File: src/rtl/hack_seq_ctrl.sv
`default_nettype none
// ============================================================================
// Module   : hack_seq_ctrl
// Purpose  : Multi-cycle control sequencer for a Hack-style 16-bit datapath.
//            Fetches an instruction over an imem handshake, latches it into
//            ir, then steps it through DECODE / EXEC / WB and drives the
//            register load strobes, operand/input mux selects, PC control and
//            the dmem handshake. A stalled handshake lands in a sticky FAULT.
// Ports    : clk, rst_n           - clock, async active-low reset
//            instr, imem_req/ack  - instruction fetch handshake
//            dmem_req/we/ack      - data memory handshake (we=1 write)
//            zr, ng               - ALU zero / negative flags
//            ir                   - latched instruction register
//            a_src_alu, am_sel    - A input mux / ALU y operand select
//            load_a, load_d       - A / D register load strobes
//            load_pc, inc_pc      - PC jump / increment strobes
//            state, fault         - debug state, sticky timeout flag
// Revision : 1.0 - initial release
// ============================================================================
module hack_seq_ctrl #(
  parameter int TIMEOUT = 15,
  parameter int CNT_W   = 8
) (
  input  logic        clk,
  input  logic        rst_n,
  input  logic [15:0] instr,
  output logic        imem_req,
  input  logic        imem_ack,
  output logic        dmem_req,
  output logic        dmem_we,
  input  logic        dmem_ack,
  input  logic        zr,
  input  logic        ng,
  output logic [15:0] ir,
  output logic        a_src_alu,
  output logic        am_sel,
  output logic        load_a,
  output logic        load_d,
  output logic        load_pc,
  output logic        inc_pc,
  output logic [2:0]  state,
  output logic        fault
);

  typedef enum logic [2:0] {
    S_FETCH  = 3'd0,
    S_DECODE = 3'd1,
    S_EXEC   = 3'd2,
    S_WB     = 3'd3,
    S_FAULT  = 3'd7
  } state_t;

  localparam logic [CNT_W-1:0] TIMEOUT_CNT = CNT_W'(TIMEOUT);

  state_t           cur_state;
  state_t           nxt_state;
  logic [CNT_W-1:0] wait_cnt;
  logic             acked;     // a relevant ack completed the current request
  logic             req_any;   // some request is being held this cycle
  logic             timed_out;
  logic             is_c;
  logic             uses_m;
  logic             jump;
  logic             wb_exit;

  assign is_c      = ir[15];
  assign uses_m    = ir[15] & ir[12];
  assign jump      = (ir[2] & ng) | (ir[1] & zr) | (ir[0] & ~ng & ~zr);
  assign timed_out = (wait_cnt == TIMEOUT_CNT);
  assign state     = cur_state;
  assign fault     = (cur_state == S_FAULT);

  always_ff @(posedge clk or negedge rst_n) begin
    if (!rst_n) begin
      cur_state <= S_FETCH;
      ir        <= 16'h0000;
      wait_cnt  <= '0;
    end else begin
      cur_state <= nxt_state;
      if (cur_state == S_FETCH && imem_ack) begin
        ir <= instr;
      end
      // Any state change enters a fresh wait, so the count restarts there.
      if (nxt_state != cur_state || acked) begin
        wait_cnt <= '0;
      end else if (req_any) begin
        wait_cnt <= wait_cnt + CNT_W'(1);
      end
    end
  end

  always_comb begin
    nxt_state = cur_state;
    imem_req  = 1'b0;
    dmem_req  = 1'b0;
    dmem_we   = 1'b0;
    a_src_alu = 1'b0;
    am_sel    = 1'b0;
    load_a    = 1'b0;
    load_d    = 1'b0;
    load_pc   = 1'b0;
    inc_pc    = 1'b0;
    acked     = 1'b0;
    req_any   = 1'b0;
    wb_exit   = 1'b0;
    // Outputs are gated by rst_n so a reset drops requests and strobes
    // without waiting for a clock edge.
    if (rst_n) begin
      case (cur_state)
        S_FETCH: begin
          imem_req = 1'b1;
          req_any  = 1'b1;
          if (imem_ack) begin
            acked     = 1'b1;
            nxt_state = S_DECODE;
          end else if (timed_out) begin
            nxt_state = S_FAULT;
          end
        end
        S_DECODE: begin
          nxt_state = S_EXEC;
        end
        S_EXEC: begin
          am_sel = uses_m;
          if (uses_m) begin
            dmem_req = 1'b1;
            req_any  = 1'b1;
            if (dmem_ack) begin
              acked     = 1'b1;
              nxt_state = S_WB;
            end else if (timed_out) begin
              nxt_state = S_FAULT;
            end
          end else begin
            nxt_state = S_WB;
          end
        end
        S_WB: begin
          am_sel = uses_m;
          if (!is_c) begin
            load_a    = 1'b1;
            inc_pc    = 1'b1;
            nxt_state = S_FETCH;
          end else begin
            wb_exit = 1'b1;
            if (ir[3]) begin
              dmem_req = 1'b1;
              dmem_we  = 1'b1;
              req_any  = 1'b1;
              wb_exit  = dmem_ack;
              acked    = dmem_ack;
              if (!dmem_ack && timed_out) begin
                nxt_state = S_FAULT;
              end
            end
            // Strobes and the jump decision belong to the exit cycle only,
            // using the flags present in that cycle.
            if (wb_exit) begin
              a_src_alu = 1'b1;
              load_a    = ir[5];
              load_d    = ir[4];
              load_pc   = jump;
              inc_pc    = ~jump;
              nxt_state = S_FETCH;
            end
          end
        end
        S_FAULT: begin
          nxt_state = S_FAULT;
        end
        default: begin
          nxt_state = S_FAULT;
        end
      endcase
    end
  end

endmodule
`default_nettype wire

File: config.mk
export PLATFORM = sky130hd
export DESIGN_NAME = hack_seq_ctrl
export DESIGN_NICKNAME = d
export VERILOG_FILES = /design/src/rtl/hack_seq_ctrl.sv
export SDC_FILE = /design/constraint.sdc
export NUM_CORES = 1
export LEC_CHECK = 0
export ABC_AREA = 1
export CORE_MARGIN = 8
export CORE_UTILIZATION = 46
export DETAILED_ROUTE_END_ITERATION = 7
export GPL_TIMING_DRIVEN = 0
export MAX_ROUTING_LAYER = met4
export PLACE_DENSITY = 0.76
export RECOVER_POWER = 25
export SLEW_MARGIN = 20
export SYNTH_ARGS = -nofsm -noshare
export SYNTH_HDL_FRONTEND = slang
export SYNTH_SLANG_ARGS = --single-unit
File: constraint.sdc
create_clock -name clk -period 1.6 [get_ports clk]
set_input_delay 0.32 -clock clk [delete_from_list [all_inputs] [get_ports clk]]
set_output_delay 0.32 -clock clk [all_outputs]
set_load 0.01 [all_outputs]
==> flow_summary_export.csv, run 1 <==
group,metric,value,unit
clocking,cts_root_buffer,"clkbuf_4",
run,max_cap_viol_count,0,
power,p_int,0.000865,W
cells_and_area,final_cells,340,
timing,fmax,0.536,GHz
yosys,syn-num-nets,238,
setup_path,worstPathCellList,"buf_4 -> inv_4 -> nand3_1 -> inv_1 -> o21ai_1 -> a21oi_1 -> buf_2",
timing,final-hold-violation-count,0,
power,pwr-share-comb,0.139,
floorplan,rows,21,
power,p_sw,0.000287,W
cells_and_area,utilization,0.746,
setup_path,crit_type,"reg2out",
setup_path,crit_path_end_kind,"primary output",
floorplan,fp.dieH,75.4,um
global_route,antenna_found_initial,0,
timing,drv_slew,0,
status,violations,"negative setup slack",
timing,fin_tns_setup,-1.88,ns
clocking,cts_sinks,27,
route,wl,4900,um
route,vias,1718,
setup_path,arrival,1.55,ns
setup_path,worst-path-max-fanout,5,
clocking,numCtsBuffers,3,
floorplan,die_area,5680,sq um
setup_path,critPathTopFamily,"flip-flops",
floorplan,die_x,75.4,um
hold_path,hp-start,"rst_n",
global_route,grt_max_degree,30,
timing,min_period,1.87,ns
cells_and_area,nNetsFinal,318,
clocking,cts_buffer_depth,2,
cells_and_area,area_delta_synth_final,54.9,%
yosys,synth_edf_count,0,
timing,setup_viol_count_final,17,
power,clkPwrFrac,0.261,
setup_path,reg2reg_from,"state[2]",
yosys,yosysSeqAreaShare,0.417,
status,status,"complete, but fails checks",
timing,period_share,1.17,
route,wl_per_cell,14.4,um
power,switching_share,0.249,
cells_and_area,layout_commonest_cell,"nand2_1",
place,dp_slack,-1.32,ns
place,place_inst,311,
timing,worst_slack,-0.266,ns
timing,slew_headroom,0.546,
yosys,synth_cell_types,28,
route,ant_nets,0,
global_route,grt_pass1_wl,8020,um
floorplan,core,3360,sq um
yosys,synth-main-ff-cell,"dfrtp_1",
global_route,grt-ovfl-total,0,
power,irDropWorstVdd,0.000383,V
place,place_congestion,0.896,
yosys,synth_warnings,0,
power,p_leak,1.39,nW
route,drt_iter0_drc,153,
power,pwr-share-seq,0.601,
timing,fin_skew,0.00621,ns
timing,worst_pin_slew,0.680,ns
clocking,cts_tree,"built",
setup_path,path_buf_inv,4,
place,port_buffers,50,
global_route,globalRouteTotalUtil,0.186,
hold_path,hold_class,"in2reg",
cells_and_area,diodes,0,
setup_path,cp.required,1.28,ns
route,drtPass1Iterations,4,
route,vias_per_cell,5.05,
cells_and_area,final.fill_count,259,
floorplan,initial_utilization,0.482,
setup_path,cpPeakStageDelay,0.47,ns
setup_path,regToRegSetupSlack,-0.06,ns
place,place_area,2190,sq um
power,powerDensity,459,nW/um^2
clocking,clk_latency,0.33,ns
setup_path,critPathLaunchType,"flip-flop",
floorplan,num_io_pins,51,
setup_path,crit_slowest_cell,"dfrtp_2",
yosys,syn_area,1620,sq um
setup_path,worstSetupStartpoint,"state[0]",
global_route,grt_pass1_vias,1737,
yosys,ys_ff_latch,27,
yosys,async_reset_ff_frac,1.00,
timing,rsz0062_at_grt,"true",
route,drcViolationCount,0,
place,hpwl,3140,um
cells_and_area,mostFrequentLayoutCells,"nand2_1 (71), dfrtp_1 (24), inv_1 (20)",
yosys,syn_avg_cell_area,7.54,sq um
clocking,cts.clk_slew.worst_paths,0.15,ns
cells_and_area,stdcell_area,2510,sq um
clocking,cts.htree.levels,1,
yosys,netlist_instances,215,
cells_and_area,drive_gt1_frac,0.303,
[registers in the layout (all words and copies together) (netlist names)]
signal,flops
ir,16
wait_cnt,8
state,3
[power by group through the flow]
stage | registers [W] | clock network, W | logic (W)
6_report | 0.000692 | 0.000301 | 0.000160
3_5_place_dp | 0.000705 | 0 | 0.000122
2_1_floorplan | 0.000705 | 0 | 0.0000389
5_1_grt | 0.000693 | 0.000337 | 0.000173
3_3_place_gp | 0.000705 | 0 | 0.000122
4_1_cts | 0.000692 | 0.000306 | 0.000147
[synth_stat cells, drive strengths merged (2+ instances only)]
| cell type | instances | share of area |
|---|---|---|
| buf | 2 | 0.012 |
| nand4 | 8 | 0.031 |
| nor3 | 12 | 0.062 |
| dfrtp | 27 | 0.42 |
| nor4 | 2 | 0.0077 |
| a21oi | 3 | 0.0093 |
| o21ai | 6 | 0.019 |
| nand2 | 79 | 0.19 |
| nand3 | 20 | 0.093 |
| clkbuf | 4 | 0.015 |
| nor2 | 21 | 0.056 |
| inv | 25 | 0.058 |
[final timing paths]
path | to | depth (start not counted)
min in group asynchronous | ir[14] | 4
min reg2reg | ir[13] | 2
max in group asynchronous | state[0] | 4
max reg2reg | wait_cnt[4] | 9
min | state[0] | 3
max | load_a | 7
[layout make-up]
class,count,area (sq um),area share
sequential,27,679,0.271
multi-input combinational,156,896,0.357
clock inverter,1,5.00,0.00199
tap,46,57.6,0.0229
timing repair buffer,76,691,0.275
clock buffer,3,22.5,0.00897
inverter,26,115,0.0459
buffer,5,43.8,0.0174
[tightest hold or removal path, delay by kind of cell]
family	cells	cell delay, ns
buffers and inverters	2	0.21
AO/OA/AOI/OAI	1	0.09
[routing by layer]
layer | GRT usage | share of wire | vias to the layer above | wire, um
met4 | 0.0448 | 0.017 | 0 | 81
li1 | - | - | 858 | -
met1 | 0.223 | 0.43 | 801 | 2100
met3 | 0.0395 | 0.062 | 10 | 305
met5 | - | 0 | - | 0
met2 | 0.312 | 0.49 | 49 | 2410
[repair_timing]
action	4_1_cts	5_1_grt
resized for setup	85	23
endpoints found under the hold margin	27	27
endpoints found under the setup margin	28	45
buffers inserted	20	3
pin swaps	8	3
[through the flow]
stage               total power (W)  hold WS, ns
global placement           0.000827        0.463
finish                      0.00115        0.326
detailed placement         0.000828        0.389
floorplan                  0.000744       0.0244
global route                0.00120        0.319
CTS                         0.00115       -0.158
[kinds of logic after synthesis]
logic type	share of synthesized area
compound gates	0.0425
flops	0.417
buf+inv	0.0880
simple gates	0.445
fa+ha+maj	0.00772
Power figures use the tool's default switching activity.
==> run 2: changes to the inputs <==
- CORE_MARGIN: 8 -> 1
- CTS_CLUSTER_DIAMETER: default -> 150
==> run 2 against run 1 <==
Compared with the run above: the run still ends with negative setup slack left; worst setup slack worse by 0.013 ns; via count is 3.3% higher; power is 0.92% lower; cell count stayed put; critical endpoint unchanged; register-to-register slack worse by 0.06 ns; first-iteration DRC count is 27% lower; sequential cell count stayed put; count of clock-buffer cells in the layout is 1 higher; global-route usage is 6.3 points higher; design area is 0.70% lower; highest routed layer unchanged; die area is 34% lower.
==> flow_summary_export.csv, run 2 (synthesis results as in run 1) <==
group,metric,value,unit
status,status,"complete, but fails checks",
status,violations,"negative setup slack",
clocking,clk_latency,0.33,ns
cells_and_area,stdcell_area,2490,sq um
power,total_power,0.00114,W
timing,fmax,0.532,GHz
floorplan,rows,21,
global_route,grt-ovfl-total,0,
route,drcViolationCount,0,
clocking,cts_sinks,27,
place,place_congestion,0.864,
global_route,grt_pass1_vias,1478,
route,vias,1775,
global_route,antenna_found_initial,0,
timing,setup_viol_count_final,18,
hold_path,hold_class,"in2reg",
floorplan,die_x,61.4,um
cells_and_area,final_cells,340,
cells_and_area,largest_register_ffs,16,
route,wl,4660,um
place,hpwl,2680,um
cells_and_area,area_delta_synth_final,53.8,%
place,port_buffers,50,
clocking,cts_tree,"built",
timing,min_period,1.88,ns
global_route,grt_pass1_wl,6640,um
cells_and_area,layout_commonest_cell,"nand2_1",
place,dp_slack,-1.33,ns
route,vias_per_cell,5.22,
route,wl_per_cell,13.7,um
floorplan,fp.dieH,61.4,um
setup_path,worst-path-max-fanout,4,
clocking,cts.htree.levels,1,
route,drtPass1Iterations,4,
timing,drv_slew,0,
place,place_inst,311,
setup_path,cp.required,1.28,ns
floorplan,core,3360,sq um
cells_and_area,final.fill_count,272,
cells_and_area,nNetsFinal,318,
cells_and_area,drive_gt1_frac,0.303,
clocking,numCtsBuffers,3,
timing,worst_pin_slew,0.680,ns
clocking,cts.clk_slew.worst_paths,0.15,ns
route,ant_nets,0,
power,irDropWorstVdd,0.000390,V
setup_path,arrival,1.56,ns
hold_path,whs_path_depth,3,
route,drt_iter0_drc,112,
power,powerDensity,458,nW/um^2
place,place_area,2190,sq um
timing,fin_hold_ws,0.323,ns
clocking,cts_buffer_depth,2,
timing,fin_skew,0.00521,ns
cells_and_area,mostFrequentLayoutCells,"nand2_1 (73), dfrtp_1 (25), buf_4 (21)",
run,max_cap_viol_count,0,
timing,period_share,1.17,
cells_and_area,diodes,0,
setup_path,crit_path_end_kind,"primary output",
clocking,cts_root_buffer,"clkbuf_4",
timing,rsz0062_at_grt,"true",
cells_and_area,registers.top_by_ff_count,"ir",
setup_path,critPathLaunchType,"flip-flop",
floorplan,initial_utilization,0.482,
timing,worst_slack,-0.279,ns
floorplan,num_io_pins,51,
timing,slew_headroom,0.546,
timing,final-hold-violation-count,0,
setup_path,r2r_cells,12,
global_route,grt_max_degree,28,
setup_path,crit_type,"reg2out",
power,p_leak,1.36,nW
floorplan,die_area,3760,sq um
global_route,globalRouteTotalUtil,0.249,
run 2: cell types whose count changed in the layout (fill, tap and decap cells not counted), moves of 2 or more:
| cell | change |
|---|---|
| dlygate4sd2_1 | +2 |
| buf_4 | +4 |
| nand2_4 | -2 |
| nand2_1 | +2 |
| inv_1 | -2 |
| buf_6 | -3 |
| nand3_1 | -2 |
| buf_2 | -2 |
| inv_2 | +3 |
| nand3_2 | +2 |
run 2: power by group:
part | leakage (nW) | internal (W) | switching, W
logic | 1.00 | 0.0000724 | 0.0000735
clock network | 0.0150 | 0.0000978 | 0.000207
registers | 0.341 | 0.000687 | 0.00000460
total | 1.36 | 0.000857 | 0.000285
run 2: layout make-up:
cell class / instances / area [sq um] / area share
plain buffers: 6 / 48.8 / 0.0196
clock buffers: 4 / 26.3 / 0.0105
inverters: 26 / 110 / 0.0442
multi-input cells: 156 / 905 / 0.363
flip-flops and latches: 27 / 678 / 0.272
well taps: 46 / 57.6 / 0.0231
repair buffers: 75 / 667 / 0.268
run 2: path summary, 6_finish.rpt:
kind / from / slack [ns] / endpoint
worst max-delay path: ir[15] / -0.28 / load_a
worst min-delay path: rst_n / 0.32 / state[0]
worst max register to register: state[0] / -0.12 / wait_cnt[4]
worst min register to register: ir[6] / 0.50 / ir[6]
max in group asynchronous: rst_n / 0.46 / state[2]
min in group asynchronous: rst_n / 0.66 / wait_cnt[2]
run 2: per-layer routing:
layer  up-vias  share of wire  GRT usage
li1        850              -          -
met1       856           0.43      0.326
met2        60           0.50      0.398
met3         9          0.042     0.0231
met4         0          0.020      0.102
met5         -              0          -
run 2: worst max-delay path, stage by stage (launching register included):
cell and delay (ns):
dfrtp_1 0.47, nand2_2 0.15, nor2_4 0.07, nor3_4 0.21
o21ai_2 0.09, a21oi_1 0.11, buf_2 0.14
run 2: through the flow:
step	setup TNS, ns	utilization
detailed placement	-18.20	0.651
global route	-3.80	0.741
finish	-2.52	0.741
floorplan	0	-
CTS	-1.78	0.709
global placement	-47.31	0.652
run 2: what timing repair did:
item / CTS / global route
setup buffers: 16 / 7
gates resized for setup: 73 / 26
hold endpoints to repair: 27 / 0
endpoints found under the setup margin: 28 / 39
pin swaps: 4 / 8
hold buffers: 2 / 0
==> run 3: changes to the inputs <==
- CAP_MARGIN: default -> 10
==> results of run 3 <==
Final layout, timing and power as in run 2 (identical DEF).
==> RTL change 1 (settings of run 1) <==
Make the reset (`rst_n`) synchronous in one clocked block. Comments in the files are not updated.
--- a/src/rtl/hack_seq_ctrl.sv
+++ b/src/rtl/hack_seq_ctrl.sv
@@ -70,7 +70,7 @@
   assign state     = cur_state;
   assign fault     = (cur_state == S_FAULT);
 
-  always_ff @(posedge clk or negedge rst_n) begin
+  always_ff @(posedge clk) begin
     if (!rst_n) begin
       cur_state <= S_FETCH;
       ir        <= 16'h0000;
Behaviour: differs if rst_n is asserted again (counterexample within 4 cycles, from zero or initial values and one cycle with rst_n low); with rst_n held inactive, the same outputs for 10 cycles.
==> RTL change 1 against run 1 <==
The run still ends with setup timing left. First-iteration DRC count down 39%. Sequential share of layout area down 1.3 points. Maximum frequency up 0.84%. Critical path type unchanged. Setup slack better by 15 ps. Design area down 13%. Synthesized cell count up 0.47%. Wire length down 16%. Sequential cell count unchanged. Synthesized area down 14%.
Power is not compared: it rests on default switching activity, and its combinational part moved more than twofold at a synthesized area within 25%.
==> RTL change 1: results (changes against run 1) <==
| Metric | Value |
|---|---|
| Slew headroom | 0.717 (+0.170) |
| Met2 Use GR | 0.245 (-0.0667) |
| Met3 wire length | 260 um (-15%) |
| Vias in the first global route | 1537 (-12%) |
| Drt wl/cell | 13.0 um (-9.7%) |
| Largest net degree at the start of global routing | 17 (-43%) |
| Sequential-to-total area share from yosys stat | 0.386 (-0.0309) |
| Synth cell types | 25 (-11%) |
| Slowest Stage Delay on Critical Path | 390 ps (-80 ps) |
| Routed vias/inst | 4.91 (-2.8%) |
| Reg2Reg Capture Point | wait_cnt[6]$_SDFFE_PP0P_ |
| Worst setup margin | -251 ps (+15.5 ps) |
| First-pass GRT wire length | 6600 um (-18%) |
| Setup Viol. Count Final | 16 (-1) |
| # nets final | 309 (-2.8%) |
| Cells after synthesis | 216 (+0.47%) |
| Top post-synthesis cells by area | dfxtp_1 (39%), nand2_1 (12%), nor2_1 (9.4%) |
| Crit Path Max Fanout | 3 (-2) |
| GRT Total Usage | 0.161 (-0.0250) |
| Pre-CTS WS | -892 ps (+428 ps) |
| Failing checks | setup timing |
| Met2 WL | 1910 um (-21%) |
| WL met1 | 1890 um (-9.9%) |
| Post-placement cell count | 299 (-3.9%) |
| Slowest stage cell, crit path | dfxtp_4 |
| Skew final | 3.16 ps (-3.05 ps) |
| WHS Endpoint | state[2]$_SDFF_PN0_ |
| Routability Congestion | 0.838 (-6.5%) |
| Reg2reg path depth | 14 (+5) |
| Async SR Flop Fraction | 0 (-1.00) |
| Worst reg-to-reg setup slack | -150 ps (-90 ps) |
| Net Count, Synth | 239 (+0.42%) |
| DPL Wire Length | 2880 um (-8.3%) |
| Met3 Resource Use GR | 0.0508 (+0.0114) |
| CP top delay family | buffers and inverters |
| Status | finished with violations |
| Layout cells sized above 1 | 0.260 (-0.0431) |
RTL change 1: final cells by class:
type | count | area, um2
buffer | 6 | 37.5
multi-input combinational | 146 | 807
sequential | 27 | 561
timing repair buffer | 65 | 561
clock inverter | 1 | 7.51
tap | 33 | 41.3
fill | 259 | 800
inverter | 37 | 141
clock buffer | 3 | 22.5
RTL change 1: how the worst max path moves through the flow:
stage                             start  endpoint  slack [ps]  cells past startpoint
floorplan           state[0]$_SDFF_PN0_    load_d          60                      6
global route        state[2]$_SDFF_PN0_  dmem_req        -340                      8
finish              state[2]$_SDFF_PN0_  dmem_req        -250                      8
global placement                  rst_n    load_a        -850                      6
detailed placement                rst_n    load_a        -890                      6
CTS                 state[2]$_SDFF_PN0_   load_pc        -350                      8
RTL change 1: worst reg2reg max path: stages, from the launching register on:
cell and delay [ps]:
dfxtp_4 390, buf_6 120, buf_6 110, nor2_4 90, nand2_2 70, buf_4 140
buf_6 110, nor2_4 70, nor2_2 40, nand2_1 90, nand2_2 70, nor2_2 90
nor2_1 70, nand2_2 140, nor2_1 60
RTL change 1: stage by stage:
stage / setup TNS, ps / util / area (um2) / hold WS (ps) / power [mW]
after floorplan: 0 / - / 1420 / 446 / 0.935
after global placement: -11980 / 0.657 / 1960 / 432 / 1.12
after detailed placement: -12910 / 0.657 / 1960 / 437 / 1.13
after CTS: -3490 / 0.698 / 2080 / 457 / 1.45
after global routing: -4040 / 0.732 / 2180 / 348 / 1.55
final: -2260 / 0.732 / 2180 / 337 / 1.47
RTL change 1: cell families (layout without fill, tap and decap cells):
group                    Yosys count  after routing  share of synthesized area
AND/OR/NAND/NOR                   97             97                      0.286
AO/OA/AOI/OAI                     43             43                      0.167
buffers and inverters             43            112                      0.121
flip-flops                        27             27                      0.386
XOR/XNOR                           5              5                     0.0313
adder cells (fa/ha/maj)            1              1                    0.00894
RTL change 1: timing repair:
| item | CTS | global route |
|---|---|---|
| setup endpoints to repair | 31 | 38 |
| gates cloned | 0 | 1 |
| resized for setup | 75 | 50 |
| endpoints found under the hold margin | 0 | 0 |
| pin swaps | 15 | 18 |
| setup buffers | 12 | 4 |
RTL change 1: power by group through the flow:
| stage | Sequential [mW] | Clock [mW] | Combinational [mW] |
|---|---|---|---|
| after floorplan | 0.779 | 0 | 0.156 |
| after global placement | 0.761 | 0 | 0.360 |
| after detailed placement | 0.763 | 0 | 0.363 |
| after CTS | 0.747 | 0.322 | 0.382 |
| after global routing | 0.755 | 0.351 | 0.445 |
| final | 0.749 | 0.320 | 0.404 |
==> RTL change 2 (settings of run 1) <==
Without the edit above. Change the parameter `CNT_W` from 8 to 12.
--- a/src/rtl/hack_seq_ctrl.sv
+++ b/src/rtl/hack_seq_ctrl.sv
@@ -19,7 +19,7 @@
 // ============================================================================
 module hack_seq_ctrl #(
   parameter int TIMEOUT = 15,
-  parameter int CNT_W   = 8
+  parameter int CNT_W   = 12
 ) (
   input  logic        clk,
   input  logic        rst_n,
Check against the original RTL: same outputs for any inputs over 10 cycles, from zero or initial values and one cycle with rst_n low; that may be too few to reach the edited logic, so the function may still have changed.
==> RTL change 2 against run 1 <==
The run still ends with setup timing left. Wire length is 17% higher. Setup slack worse by 82 ps. Clock power grew to 2.7 times the old value. Design area is 11% higher. Synthesized area is 13% higher. Synthesized cell count is 1.4% higher. Largest cell class unchanged. Critical path type unchanged. Power is 54% higher. Sequential cell count is 4 higher.
==> RTL change 2: results (changes against run 1) <==
| Metric | Value |
|---|---|
| WL met1 | 2210 um (+5.4%) |
| Setup Viol. Count Final | 20 (+3) |
| Launching point of the worst reg2reg path | wait_cnt[9]$_DFFE_PN0P_ |
| Synth cell types | 24 (-14%) |
| Root Driver | clkbuf_8 |
| Slowest Stage Delay on Critical Path | 410 ps (-60 ps) |
| Reg2reg path depth | 13 (+4) |
| CTS max path bufs | 2 (unchanged) |
| Hold WC Path Type | in -> async |
| Routability Congestion | 0.857 (-4.4%) |
| Crit Path Max Fanout | 2 (-3) |
| TNS Setup | -3540 ps (-1660 ps) |
| Top post-synthesis cells by area | dfrtp_1 (42%), mux2_2 (8.6%), nand2_1 (8.2%) |
| Status | finished with violations |
| Filler cells | 297 (+15%) |
| First-pass GRT wire length | 8330 um (+3.8%) |
| Skew final | 6.57 ps (+0.367 ps) |
| GRT Total Usage | 0.172 (-0.0139) |
| Worst-path clk slew | 70 ps (-80 ps) |
| Met2 WL | 3070 um (+27%) |
| Maximum VDD drop | 0.437 mV (+14%) |
| Crit path launch | wait_cnt[1]$_DFFE_PN0P_ |
| Worst setup margin | -348 ps (-82.0 ps) |
| Final WL | 5740 um (+17%) |
| CTS buffer count | 5 (+2) |
| Layout cells sized above 1 | 0.329 (+0.0262) |
| Reg2Reg Capture Point | wait_cnt[11]$_DFFE_PN0P_ |
| Worst-Margin Slew | 991 ps (+311 ps) |
| Skew-Pair Late Insertion Delay | 290 ps (-40 ps) |
| Routed vias/inst | 5.25 (+3.9%) |
| Drt wl/cell | 16.4 um (+14%) |
| Leakage power | 1.42 nW (+2.0%) |
| Vias in the first global route | 1754 (+0.98%) |
| DPL Wire Length | 3400 um (+8.0%) |
| Net Count, Synth | 241 (+1.3%) |
| CP Data Arrival Time | 1630 ps (+80 ps) |
| Pre-CTS WS | -888 ps (+432 ps) |
| Largest net degree at the start of global routing | 17 (-43%) |
| Worst reg-to-reg setup slack | -230 ps (-170 ps) |
| Initial drt markers | 252 (+65%) |
| Failing checks | setup timing |
RTL change 2: final cells by class:
type                    instances  area [um2]  area share
flip-flops and latches         31         783       0.282
plain buffers                   5        52.6      0.0189
clock buffers                   6        82.6      0.0297
inverters                      26         103      0.0369
clock inverters                 2        35.0      0.0126
multi-input cells             156         983       0.354
repair buffers                 75         678       0.244
well taps                      50        62.6      0.0225
RTL change 2: cell families after synthesis:
| logic type | Yosys count | synth area share |
|---|---|---|
| xor+xnor | 11 | 0.0526 |
| simple gates | 122 | 0.327 |
| fa+ha+maj | 1 | 0.00683 |
| mux | 14 | 0.0861 |
| flops | 31 | 0.423 |
| compound gates | 8 | 0.0253 |
| buf+inv | 31 | 0.0785 |
RTL change 2: what timing repair did:
action / 4_1_cts / 5_1_grt
hold endpoints to repair: 6 / 0
setup buffers: 10 / 11
pin swaps: 8 / 10
cloned: 2 / 0
resized for setup: 56 / 24
endpoints found under the setup margin: 23 / 30
hold buffers: 2 / 0
RTL change 2: routing by layer:
| metal | global-route usage | vias up |
|---|---|---|
| li1 | - | 871 |
| met5 | - | - |
| met1 | 0.188 | 886 |
| met2 | 0.293 | 71 |
| met3 | 0.0384 | 14 |
| met4 | 0.0796 | 0 |
RTL change 2: worst max-delay path, delay by kind of cell (launching register included):
family / cells / cell delay [ps]
AND/OR/NAND/NOR: 8 / 560
flip-flops: 1 / 410
buffers and inverters: 2 / 190
adder cells (fa/ha/maj): 1 / 180
RTL change 2: power by group:
group	switching, mW	internal [mW]
clock	0.314	0.504
combinational	0.0822	0.0859
sequential	0.00219	0.785
total	0.398	1.37
RTL change 2: stage by stage:
stage	instance area [um2]	hold slack, ps
after global routing	2780	512
after detailed placement	2420	170
after CTS	2670	105
after global placement	2400	486
final	2780	437
after floorplan	1840	24.4
